<file path="config.mk">
export PLATFORM = sky130hd
export DESIGN_NAME = multicycle_control_fsm
export DESIGN_NICKNAME = d
export VERILOG_FILES = /design/src/rtl/multicycle_control_fsm.sv
export SDC_FILE = /design/constraint.sdc
export NUM_CORES = 1
export LEC_CHECK = 0
export BUFFER_PORTS_ARGS = -buffer_cell sky130_fd_sc_hd__buf_2
export CAP_MARGIN = 20
export CORE_MARGIN = 2
export CORE_UTILIZATION = 59
export CTS_CLUSTER_SIZE = 25
export DETAILED_ROUTE_END_ITERATION = 12
export HOLD_SLACK_MARGIN = 0.02
export PLACE_DENSITY_LB_ADDON = 0.05
export SLEW_MARGIN = 20
export SYNTH_ARGS = -nofsm -noshare
export SYNTH_HDL_FRONTEND = slang
export SYNTH_SLANG_ARGS = --single-unit
</file>
<file path="constraint.sdc">
create_clock -name clk -period 3 [get_ports clk]
set_input_delay 0.45 -clock clk [delete_from_list [all_inputs] [get_ports clk]]
set_output_delay 0.45 -clock clk [all_outputs]
set_load 0.01 [all_outputs]
</file>
<file path="src/rtl/multicycle_control_fsm.sv">
// Sequencing controller for a multi-cycle RV64 subset (R-type, addi, ld, sd, beq)
// with a memory-wait watchdog, a sticky fault/halt state and a retired-instruction counter.
`timescale 1ns/1ps
module multicycle_control_fsm #(
    parameter int CNT_W      = 32,
    parameter int WAIT_LIMIT = 16
) (
    input  logic             clk,
    input  logic             reset,
    input  logic [6:0]       opcode,
    input  logic             zero,
    input  logic             mem_ready,
    output logic             pc_en,
    output logic             pc_source,
    output logic             i_or_d,
    output logic             mem_read,
    output logic             mem_write,
    output logic             ir_write,
    output logic             mem_to_reg,
    output logic             reg_write,
    output logic [1:0]       alu_src_a,
    output logic [1:0]       alu_src_b,
    output logic [1:0]       alu_op,
    output logic             halted,
    output logic [1:0]       fault,
    output logic [CNT_W-1:0] retired,
    output logic [3:0]       state
);

    localparam logic [3:0] S_FETCH  = 4'd0;
    localparam logic [3:0] S_DECODE = 4'd1;
    localparam logic [3:0] S_ADDR   = 4'd2;
    localparam logic [3:0] S_MEM_RD = 4'd3;
    localparam logic [3:0] S_MEM_WR = 4'd4;
    localparam logic [3:0] S_WB_MEM = 4'd5;
    localparam logic [3:0] S_EXEC_R = 4'd6;
    localparam logic [3:0] S_EXEC_I = 4'd7;
    localparam logic [3:0] S_WB_ALU = 4'd8;
    localparam logic [3:0] S_BRANCH = 4'd9;
    localparam logic [3:0] S_HALT   = 4'd15;

    localparam logic [6:0] OP_R   = 7'b0110011;
    localparam logic [6:0] OP_I   = 7'b0010011;
    localparam logic [6:0] OP_LD  = 7'b0000011;
    localparam logic [6:0] OP_SD  = 7'b0100011;
    localparam logic [6:0] OP_BEQ = 7'b1100011;

    localparam logic [1:0] F_ILLEGAL = 2'b01;
    localparam logic [1:0] F_TIMEOUT = 2'b10;

    localparam int              WAIT_W    = $clog2(WAIT_LIMIT + 1);
    localparam logic [WAIT_W-1:0] WAIT_LAST = WAIT_W'(WAIT_LIMIT - 1);

    logic [3:0]        r_state;
    logic [WAIT_W-1:0] r_wait;
    logic [CNT_W-1:0]  r_retired;
    logic [1:0]        r_fault;

    logic [3:0] w_state_next;
    logic [1:0] w_fault_set;
    logic       w_retire;
    logic       w_timeout;
    logic       w_mem_state;

    assign w_mem_state = (r_state == S_FETCH) || (r_state == S_MEM_RD) || (r_state == S_MEM_WR);
    // A ready arriving on the last allowed cycle wins over the timeout.
    assign w_timeout   = !mem_ready && (r_wait == WAIT_LAST);

    always_ff @(posedge clk) begin
        if (reset) begin
            r_state   <= S_FETCH;
            r_wait    <= '0;
            r_retired <= '0;
            r_fault   <= 2'b00;
        end else begin
            r_state <= w_state_next;
            if (w_state_next != r_state)
                r_wait <= '0;
            else if (w_mem_state && !mem_ready)
                r_wait <= r_wait + WAIT_W'(1);
            if (w_retire)
                r_retired <= r_retired + CNT_W'(1);
            if ((w_fault_set != 2'b00) && (r_fault == 2'b00))
                r_fault <= w_fault_set;
        end
    end

    always_comb begin
        w_state_next = r_state;
        w_fault_set  = 2'b00;
        w_retire     = 1'b0;
        case (r_state)
            S_FETCH: begin
                if (mem_ready) begin
                    w_state_next = S_DECODE;
                end else if (w_timeout) begin
                    w_state_next = S_HALT;
                    w_fault_set  = F_TIMEOUT;
                end
            end
            S_DECODE: begin
                case (opcode)
                    OP_R:         w_state_next = S_EXEC_R;
                    OP_I:         w_state_next = S_EXEC_I;
                    OP_LD, OP_SD: w_state_next = S_ADDR;
                    OP_BEQ:       w_state_next = S_BRANCH;
                    default: begin
                        w_state_next = S_HALT;
                        w_fault_set  = F_ILLEGAL;
                    end
                endcase
            end
            S_EXEC_R, S_EXEC_I: w_state_next = S_WB_ALU;
            S_ADDR:   w_state_next = (opcode == OP_LD) ? S_MEM_RD : S_MEM_WR;
            S_MEM_RD: begin
                if (mem_ready) begin
                    w_state_next = S_WB_MEM;
                end else if (w_timeout) begin
                    w_state_next = S_HALT;
                    w_fault_set  = F_TIMEOUT;
                end
            end
            S_MEM_WR: begin
                if (mem_ready) begin
                    w_state_next = S_FETCH;
                    w_retire     = 1'b1;
                end else if (w_timeout) begin
                    w_state_next = S_HALT;
                    w_fault_set  = F_TIMEOUT;
                end
            end
            S_WB_ALU, S_WB_MEM, S_BRANCH: begin
                w_state_next = S_FETCH;
                w_retire     = 1'b1;
            end
            S_HALT: w_state_next = S_HALT;
            default: begin
                w_state_next = S_HALT;
                w_fault_set  = F_ILLEGAL;
            end
        endcase
    end

    // Everything, including the debug state and counters, reads as zero while reset is held.
    always_comb begin
        pc_en      = 1'b0;
        pc_source  = 1'b0;
        i_or_d     = 1'b0;
        mem_read   = 1'b0;
        mem_write  = 1'b0;
        ir_write   = 1'b0;
        mem_to_reg = 1'b0;
        reg_write  = 1'b0;
        alu_src_a  = 2'b00;
        alu_src_b  = 2'b00;
        alu_op     = 2'b00;
        halted     = 1'b0;
        fault      = 2'b00;
        retired    = '0;
        state      = 4'd0;
        if (!reset) begin
            halted  = (r_state == S_HALT);
            fault   = r_fault;
            retired = r_retired;
            state   = r_state;
            case (r_state)
                S_FETCH: begin
                    mem_read  = 1'b1;
                    alu_src_b = 2'b01;
                    ir_write  = mem_ready;
                    pc_en     = mem_ready;
                end
                S_DECODE: begin
                    alu_src_a = 2'b01;
                    alu_src_b = 2'b10;
                end
                S_ADDR, S_EXEC_I: begin
                    alu_src_a = 2'b10;
                    alu_src_b = 2'b10;
                end
                S_MEM_RD: begin
                    mem_read = 1'b1;
                    i_or_d   = 1'b1;
                end
                S_MEM_WR: begin
                    mem_write = 1'b1;
                    i_or_d    = 1'b1;
                end
                S_WB_MEM: begin
                    reg_write  = 1'b1;
                    mem_to_reg = 1'b1;
                end
                S_EXEC_R: begin
                    alu_src_a = 2'b10;
                    alu_op    = 2'b10;
                end
                S_WB_ALU: reg_write = 1'b1;
                S_BRANCH: begin
                    alu_src_a = 2'b10;
                    alu_op    = 2'b01;
                    pc_source = 1'b1;
                    pc_en     = zero;
                end
                default: ;
            endcase
        end
    end

endmodule

</file>
==> impl.org, run 1 <==
** Outcome
- Status :: complete, no violations

** Min path
- The path class of the tightest hold or removal check is reg2reg.
- Hold depth :: 2
- The path with the worst hold slack has its endpoint at r_fault[1]$_SDFFE_PP0P_.
- In this run the most critical hold path is launched from r_fault[1]$_SDFFE_PP0P_.

** Route
- Post-DR vias/cell :: 5.44
- TritonRoute pass-1 iters :: 4
- The detail route stage leaves a number of antenna-violating nets equal to 0.
- After detailed routing, the number of remaining DRC violations is 0.
- Avg WL per Cell :: 12.9 um
- Across all layers, the routed design uses 2596 vias.
- Wires add up to 6180 um.
- Number of DRC markers after the initial detailed-route iteration :: 163

** Clock tree
- Clock tree from TritonCTS :: done
- Maximum level of the CTS H-tree :: 2
- Counting the buffers created by CTS gives 5.
- After clock tree synthesis, the clock-pin slew on the worst setup and hold paths is 0.09 ns.
- Cts-stage hold buffer count :: 0
- CTS Root Buffer Type :: clkbuf_8
- Clk sinks :: 43
- The longest clock path from root to sink contains 2 buffers.
- Post-CTS timing repair inserted 0 buffers for setup.
- Clock latency on the worst-skew pair, taken at its later pin, is 0.29 ns.
- Number of instances resized during post-cts repair :: 0

** Worst setup path
- Reg-to-reg startpoint :: r_state[3]$_SDFF_PP0_
- The slowest stage of the critical path belongs to the cell dfxtp_1.
- Data on the critical path arrives at its endpoint at 2.54 ns.
- Number of cells traversed by the worst register-to-register path :: 6
- In this design, the stage delay of the slowest critical-path cell is 0.85 ns.
- Critical path start-end classification :: reg2reg
- Required arrival time at the worst endpoint :: 3.18 ns
- Walking the worst path, the cells encountered are nand2b_4 -> o21ai_4 -> nand4_2 -> nor4_2 -> xnor2_1 -> nor2_1.
- The endpoint identified for the worst register-to-register timing path is r_retired[31]$_SDFFE_PP0P_.
- In this run the worst path has a maximum fanout of 24.
- STA classifies the critical path endpoint as a register.
- The setup check on the worst reg-to-reg path leaves a slack of 0.63 ns.
- Type of element launching the critical path :: register

** Placed design
- The placed instances occupy a cell area of 3200 um^2.
- Final RePlAce weighted congestion :: 0.839
- Port bufs :: 63
- The wire-length estimate of the detail-placed layout is 4450 um.

** Floorplanning
- Core region area :: 4720 um^2
- After floorplanning, the core was divided into 25 placement rows.
- For this configuration, the core starts out at a cell density of 60.8%.
- During I/O placement, the number of pins put on the boundary was 64.
- Die span in y :: 73.8 um
- Full die area :: 5440 um^2
- The floorplan step set the die width to 73.8 um.

** Timing
- Clk_skew :: 0.00502 ns
- Setup violations remaining at the end of the flow were counted as 0.
- Total Neg Setup Slack :: 0 ns
- Rel. slew slack :: 46.7%
- For this run, the top clock speed supported by timing is 422 MHz.
- The final-report max-slew violation count came to 0.
- The count of final hold-check violations is 0.
- Final Cycle Share :: 78.9%
- Setup repair after global routing missed its margin :: no
- Slew at the pin closest to its max-slew limit :: 0.798 ns
- Period minus WS final :: 2.37 ns
- Worst hold-check slack :: 0.498 ns

** Power
- For this design the ratio of total power to cell area is 597 nW/um^2.
- Peak supply drop :: 295 uV
- Cell leakage power :: 1.28 nW

** Logic synthesis
- Of all flip-flops after synthesis, the portion carrying an async set or reset was 0%.
- A synthesized cell averages 8.02 um^2.
- Summed over all instances, the cell type with the most area after synthesis is dfxtp_1.
- Synthesis produced a netlist with a net count of 372.
- After synthesis, the largest area contributor takes up 30.0% of total cell area.
- Number of warnings reported in the yosys synthesis log :: 0
- Number of instances in the synthesized netlist :: 358
- The number of different library cells used by synthesis comes to 56.
- Number of synthesized flops with an enable pin :: 0
- The most used flip-flop cell after synthesis is dfxtp_1.
- List of most frequent post-synthesis cells :: nor2_1 (56), dfxtp_1 (43), nor2b_1 (31)
- The share of the Yosys chip area taken by registers is 30.0%.
- Cell area after synthesis :: 2870 um^2
- Top area cells in the synthesized netlist :: dfxtp_1 (30%), xnor2_1 (7.9%), nor2_1 (7.3%)
- Yosys instantiated no cell more often than nor2_1.
- Synthesis-stage register bit count :: 43

** Global route
- First-pass GRT wire length :: 10400 um
- Vias in the first global route :: 2308
- Entering global routing, the biggest net connects 66 pins.
- GRT Resource Usage Total :: 23.9%
- Overall overflow remaining after global route :: 0
- GR Layer Usage met3 :: 3.70%
- Global routing consumed, on the met2 layer, 39.6% of the routing resources.
- The layer flagged by global routing as most heavily used is met2.
- Antenna violations before repair :: 0
- In the global route stage, met1 resource usage came out at 32.4%.

** Layout
- Cells fill 69.6% of the core in the end.
- In the final layout, flip-flops and latches occupy 861 um^2.
- The final layout contains 423 nets.
- Summing all multi-input logic gate instances after layout gives 1840 um^2.
- The layout has 403 filler cells.
- Signed area change from the synthesized netlist to the final layout :: 14.5%
- Antenna cell count :: 0
- Of the cells placed in the final design, the portion with a size suffix greater than 1 is 27.8%.
- After routing the design area is 3290 um^2.

** Job
- Max capacitance violation total :: 0
[where the power goes]
| group | switching, W | internal [W] |
|---|---|---|
| logic | 0.000511 | 0.000359 |
| registers | 0.000105 | 0.000617 |
| clock network | 0.000207 | 0.000163 |
| total | 0.000823 | 0.00114 |
[metrics by stage]
step / total power [W] / setup WS [ns] / instances
6_report: 0.00196 / 0.633 / 477
5_1_grt: 0.00209 / 0.439 / 477
4_1_cts: 0.00198 / 0.617 / 477
3_5_place_dp: 0.00161 / 0.651 / 469
3_3_place_gp: 0.00160 / 0.725 / 469
2_1_floorplan: 0.00142 / 1.11 / 358
[registers in the layout, indices dropped and copies added (netlist names)]
signal     count
r_retired     32
r_wait         5
r_state        4
r_fault        2
[worst max-delay path, delay by kind of cell, from the launching register on]
family	cells	cell delay, ns
simple gates	4	1.12
xor+xnor	1	0.16
flops	1	0.85
compound gates	1	0.12
[worst max path at each step]
stage,slack [ns],startpoint,to
after CTS,0.62,r_state[3]$_SDFF_PP0_,r_retired[31]$_SDFFE_PP0P_
after global routing,0.44,r_state[3]$_SDFF_PP0_,r_retired[29]$_SDFFE_PP0P_
after floorplan,1.11,r_wait[0]$_SDFFE_PP0P_,r_wait[0]$_SDFFE_PP0P_
after detailed placement,0.65,r_state[3]$_SDFF_PP0_,r_retired[31]$_SDFFE_PP0P_
final,0.63,r_state[3]$_SDFF_PP0_,r_retired[31]$_SDFFE_PP0P_
after global placement,0.72,r_state[3]$_SDFF_PP0_,r_retired[31]$_SDFFE_PP0P_
[layout make-up]
cell class	count	area share [%]
inverter	13	1.48
clock inverter	2	0.381
sequential	43	26.2
clock buffer	6	2.21
tap	67	2.55
timing repair buffer	68	11.1
multi-input combinational	278	56.1
[metal layers]
| metal | part of all wire, % | vias to the layer above |
|---|---|---|
| met5 | 0 | - |
| met4 | 1.1 | 0 |
| met3 | 3.8 | 6 |
| met2 | 49 | 62 |
| met1 | 47 | 1201 |
| li1 | - | 1327 |
[cells in the final DEF (no fill, tap or decap), types with 3 or more instances in the layout]
| cell type | instances |
|---|---|
| nand2b_1 | 5 |
| nor2b_1 | 31 |
| and3_1 | 8 |
| ha_1 | 3 |
| nor4_2 | 16 |
| buf_2 | 63 |
| or3_1 | 6 |
| inv_1 | 11 |
| dfxtp_1 | 43 |
| nand3_1 | 10 |
| xnor2_1 | 26 |
| nand4_1 | 8 |
| and2_1 | 3 |
| a21o_1 | 4 |
| o21ai_0 | 5 |
| nor3_1 | 13 |
| buf_4 | 4 |
| nor3_2 | 8 |
| o21ai_1 | 4 |
| a21oi_1 | 14 |
| nand2_1 | 20 |
| a31oi_1 | 4 |
| nor2_1 | 56 |
| clkbuf_8 | 5 |
[cells by family after synthesis]
| kind of cell | Yosys count | share of synthesized area (%) |
|---|---|---|
| simple gates | 200 | 42.7 |
| compound gates | 44 | 10.4 |
| flops | 43 | 30.0 |
| buf+inv | 37 | 5.79 |
| xor+xnor | 28 | 8.54 |
| mux | 3 | 1.26 |
| fa+ha+maj | 3 | 1.31 |
(Power assumes the default switching activity.)
==> run 2: changes to the inputs <==
Settings changed: ABC_AREA set to 1, CORE_UTILIZATION 59 to 50.
Clock period 3 ns to 2.15 ns, I/O delays scaled along.
==> run 2 against run 1 <==
Highest routed layer unchanged. Global-route usage up 1.8 points. Sequential share of layout area down 2.0 points. Critical path type is now reg2out. Design area increased by 8.3%. Count of clock-buffer cells in the layout stayed put. Clock power up 100%. First-iteration DRC count grew 23%. Worst setup slack worse by 0.54 ns.
==> impl.org, run 2 <==
** Floorplanning
- I/O pin count :: 64 (unchanged)
- The starting utilization of the core area is 51.9% (-8.9 points).
- The overall die width is 82.4 um (+12%).
- The area of the die came to 6790 um^2 (+25%).
- The row count came to 28 (+12%).
- The height of the die is 82.4 um (+12%).
- The placeable core region came to 5920 um^2 (+25%).

** Route
- Remaining design rule violation count :: 0 (unchanged)
- The via density per instance was 5.22 (-4.1%).
- Number of DRC markers after the initial detailed-route iteration :: 200 (+23%)
- The total wire length is 8380 um (+36%).
- Routed Antenna Nets :: 0 (unchanged)
- The number of vias after detailed routing came to 3488 (+34%).
- TritonRoute pass-1 iters :: 6 (+2)
- Avg WL per Cell :: 12.5 um (-3.2%)

** Clock tree
- Number of buffers inserted by post-CTS setup repair :: 0 (unchanged)
- Maximum level of the CTS H-tree :: 2 (unchanged)
- The number of buffers created by CTS is 5 (unchanged).
- Clk sinks :: 43 (unchanged)
- The count of cells resized by post-cts repair was 0 (unchanged).
- Clock tree from TritonCTS :: done
- CTS Root Buffer Type :: clkbuf_8
- Worst-path clk slew :: 0.08 ns (about the same)
- The maximum clock path buffer count is 2 (unchanged).
- Cts-stage hold buffer count :: 0 (unchanged)
- Clock network latency to the later pin of the worst-skew pair :: 0.30 ns (about the same)

** Layout
- Final design utilization :: 60.1% (-9.5 points)
- Most flop-heavy register :: r_retired
- The net count reported at finish was 606 (+43%).
- Flip-flop count of the largest register, all copies and words added :: 32 (unchanged)
- Antenna cell count :: 0 (unchanged)
- Signed area change from the synthesized netlist to the final layout :: 15.8%
- Leading cell type in the layout, fill and taps excluded :: nand2_1
- The fraction of layout instances using a drive strength above 1 is 17.4% (-10 points).
- In the layout the commonest cells are nand2_1 (148), nor2_1 (107), inv_1 (68), buf_2 (63), dfxtp_1 (43).
- Largest registers :: r_retired x32, r_wait x5, r_state x4

** Timing
- Final Cycle Share :: 95.7%
- Period minus WS final :: 2.06 ns
- The number of endpoints failing setup at the final stage was 0 (unchanged).
- Clk_skew :: 0.00976 ns (+0.00474 ns)
- Slew at the pin closest to its max-slew limit :: 0.405 ns (-0.392 ns)
- Top achievable clock speed :: 486 MHz
- Setup repair after global routing missed its margin :: no
- The count of final hold-check violations came to 0 (unchanged).
- The final-report max-slew violation count was 0 (unchanged).
- The setup TNS came to 0 ns (unchanged).
- Rel. slew slack :: 72.9% (+26 points)

** Logic synthesis
- The synthesized area divided by synthesized cell count is 5.77 um^2 (-28%).
- Dominant register cell in the synthesized netlist :: dfxtp_1
- The fraction of registers with async set/reset came to 0% (unchanged).
- The number of nets produced by synthesis came to 547 (+47%).
- The number of enable flip-flop cells after synthesis was 0 (unchanged).
- The number of flip-flops and latches in the synthesized netlist is 43 (unchanged).
- Count leader, synth :: nand2_1
- Library cell occupying the most area in the post-synthesis netlist :: dfxtp_1
- Cell area after synthesis :: 3070 um^2 (+7.0%)
- By count the netlist is led by nand2_1 (148), nor2_1 (107), inv_1 (68).
- Sequential cell area fraction in the yosys report :: 28.0% (-2.0 points)
- Top area cells in the synthesized netlist :: dfxtp_1 (28%), nand2_1 (18%), nor2_1 (13%)
- The number of different library cells in the post-synthesis netlist is 31 (-45%).
- Number of warnings reported in the yosys synthesis log :: 0 (unchanged)
- The top-area cell type share of the netlist area was 28.0% (-2.0 points).
- Number of instances in the synthesized netlist :: 533 (+49%)

** Global route
- Pin count of the biggest net entering global routing :: 34 (-48%)
- The number of antenna violations at the first check in global routing was 0 (unchanged).
- The wire length of the first global-routing pass was 13600 um (+30%).
- Overall overflow remaining after global route :: 0 (unchanged)
- Vias in the first global route :: 3128 (+36%)
- GRT Resource Usage Total :: 25.7% (+1.8 points)

** Worst setup path
- The worst-case reg-to-reg path depth is 9 (+3).
- Critical path start-end classification :: reg2out
- The required time of the worst setup path was 1.83 ns (-1.35 ns).
- STA classifies the critical path endpoint as a primary output.
- Type of element launching the critical path :: register
- The maximum fanout along the worst path was 8 (-67%).
- The arrival time at the worst endpoint is 1.74 ns (-0.80 ns).

** Power
- PwrDens :: 799 nW/um^2 (+34%)
- Cell leakage power :: 1.57 nW (+22%)
- The highest ir drop seen on vdd was 597 uV (+100%).

** Min path
- The depth of the worst hold-timing path came to 2 (unchanged).
- In this run the worst hold path is classified as in2reg.

** Placed design
- Port bufs :: 63 (unchanged)
- The routability congestion estimate is 1.00 (+19%).
- HPWL after detailed placement :: 6540 um (+47%)

** Job
- The max-capacitance violation count came to 0 (unchanged).

** Outcome
- The run finished with clean final reports.
==> run 2: final timing paths <==
kind / start / endpoint / slack, ns
hold reg to reg: r_fault[1]$_SDFFE_PP0P_ / r_fault[1]$_SDFFE_PP0P_ / 0.48
setup / recovery: r_state[1]$_SDFF_PP0_ / pc_en / 0.09
setup reg to reg: r_state[1]$_SDFF_PP0_ / r_retired[18]$_SDFFE_PP0P_ / 0.28
hold / removal: reset / r_fault[1]$_SDFFE_PP0P_ / 0.43
==> run 2: critical path, stage by stage, from the launching register on <==
cell,delay (ns)
dfxtp_1,0.39
nor2_1,0.28
nand2_1,0.19
nor2_1,0.25
nand2_1,0.08
a21oi_1,0.12
buf_2,0.14
==> run 2: layout make-up <==
cell class	instances	area, um^2
clock buffer	6	72.6
clock inverter	2	60.1
fill	621	2360
inverter	74	278
multi-input combinational	400	1840
sequential	43	861
tap	75	93.8
timing repair buffer	68	353
==> run 2: power breakdown <==
group / internal, W / switching, W / leakage [nW]
sequential: 0.000851 / 0.0000712 / 0.347
clock: 0.000465 / 0.000293 / 0.0654
combinational: 0.000351 / 0.000812 / 1.16
total: 0.00167 / 0.00118 / 1.57
==> run 2: logic make-up (layout without fill, tap and decap cells) <==
logic type      Yosys count  after routing  synth area share [%]
fa+ha+maj                 3              3                  1.22
flops                    43             43                  28.0
compound gates           55             55                  9.32
xor+xnor                  6              6                  1.71
mux                       1              1                 0.366
buf+inv                  90            150                  12.1
simple gates            335            335                  47.3
==> run 2: layer usage <==
metal	global-route usage, %	wire, um	vias up
li1	-	-	1780
met1	29.5	3570	1540
met2	46.4	4020	133
met3	3.80	445	35
met4	12.2	338	0
met5	0	0	-
==> run 2: stage by stage <==
step,std cells,hold WS [ns],cell area (um^2),total power [W],worst slack (ns)
2_1_floorplan,533,0.437,3070,0.00183,0.562
3_3_place_gp,660,0.459,3430,0.00210,0.242
3_5_place_dp,660,0.464,3430,0.00209,0.307
4_1_cts,668,0.420,3560,0.00284,0.145
5_1_grt,668,0.452,3560,0.00302,0.0382
6_report,668,0.426,3560,0.00284,0.0917
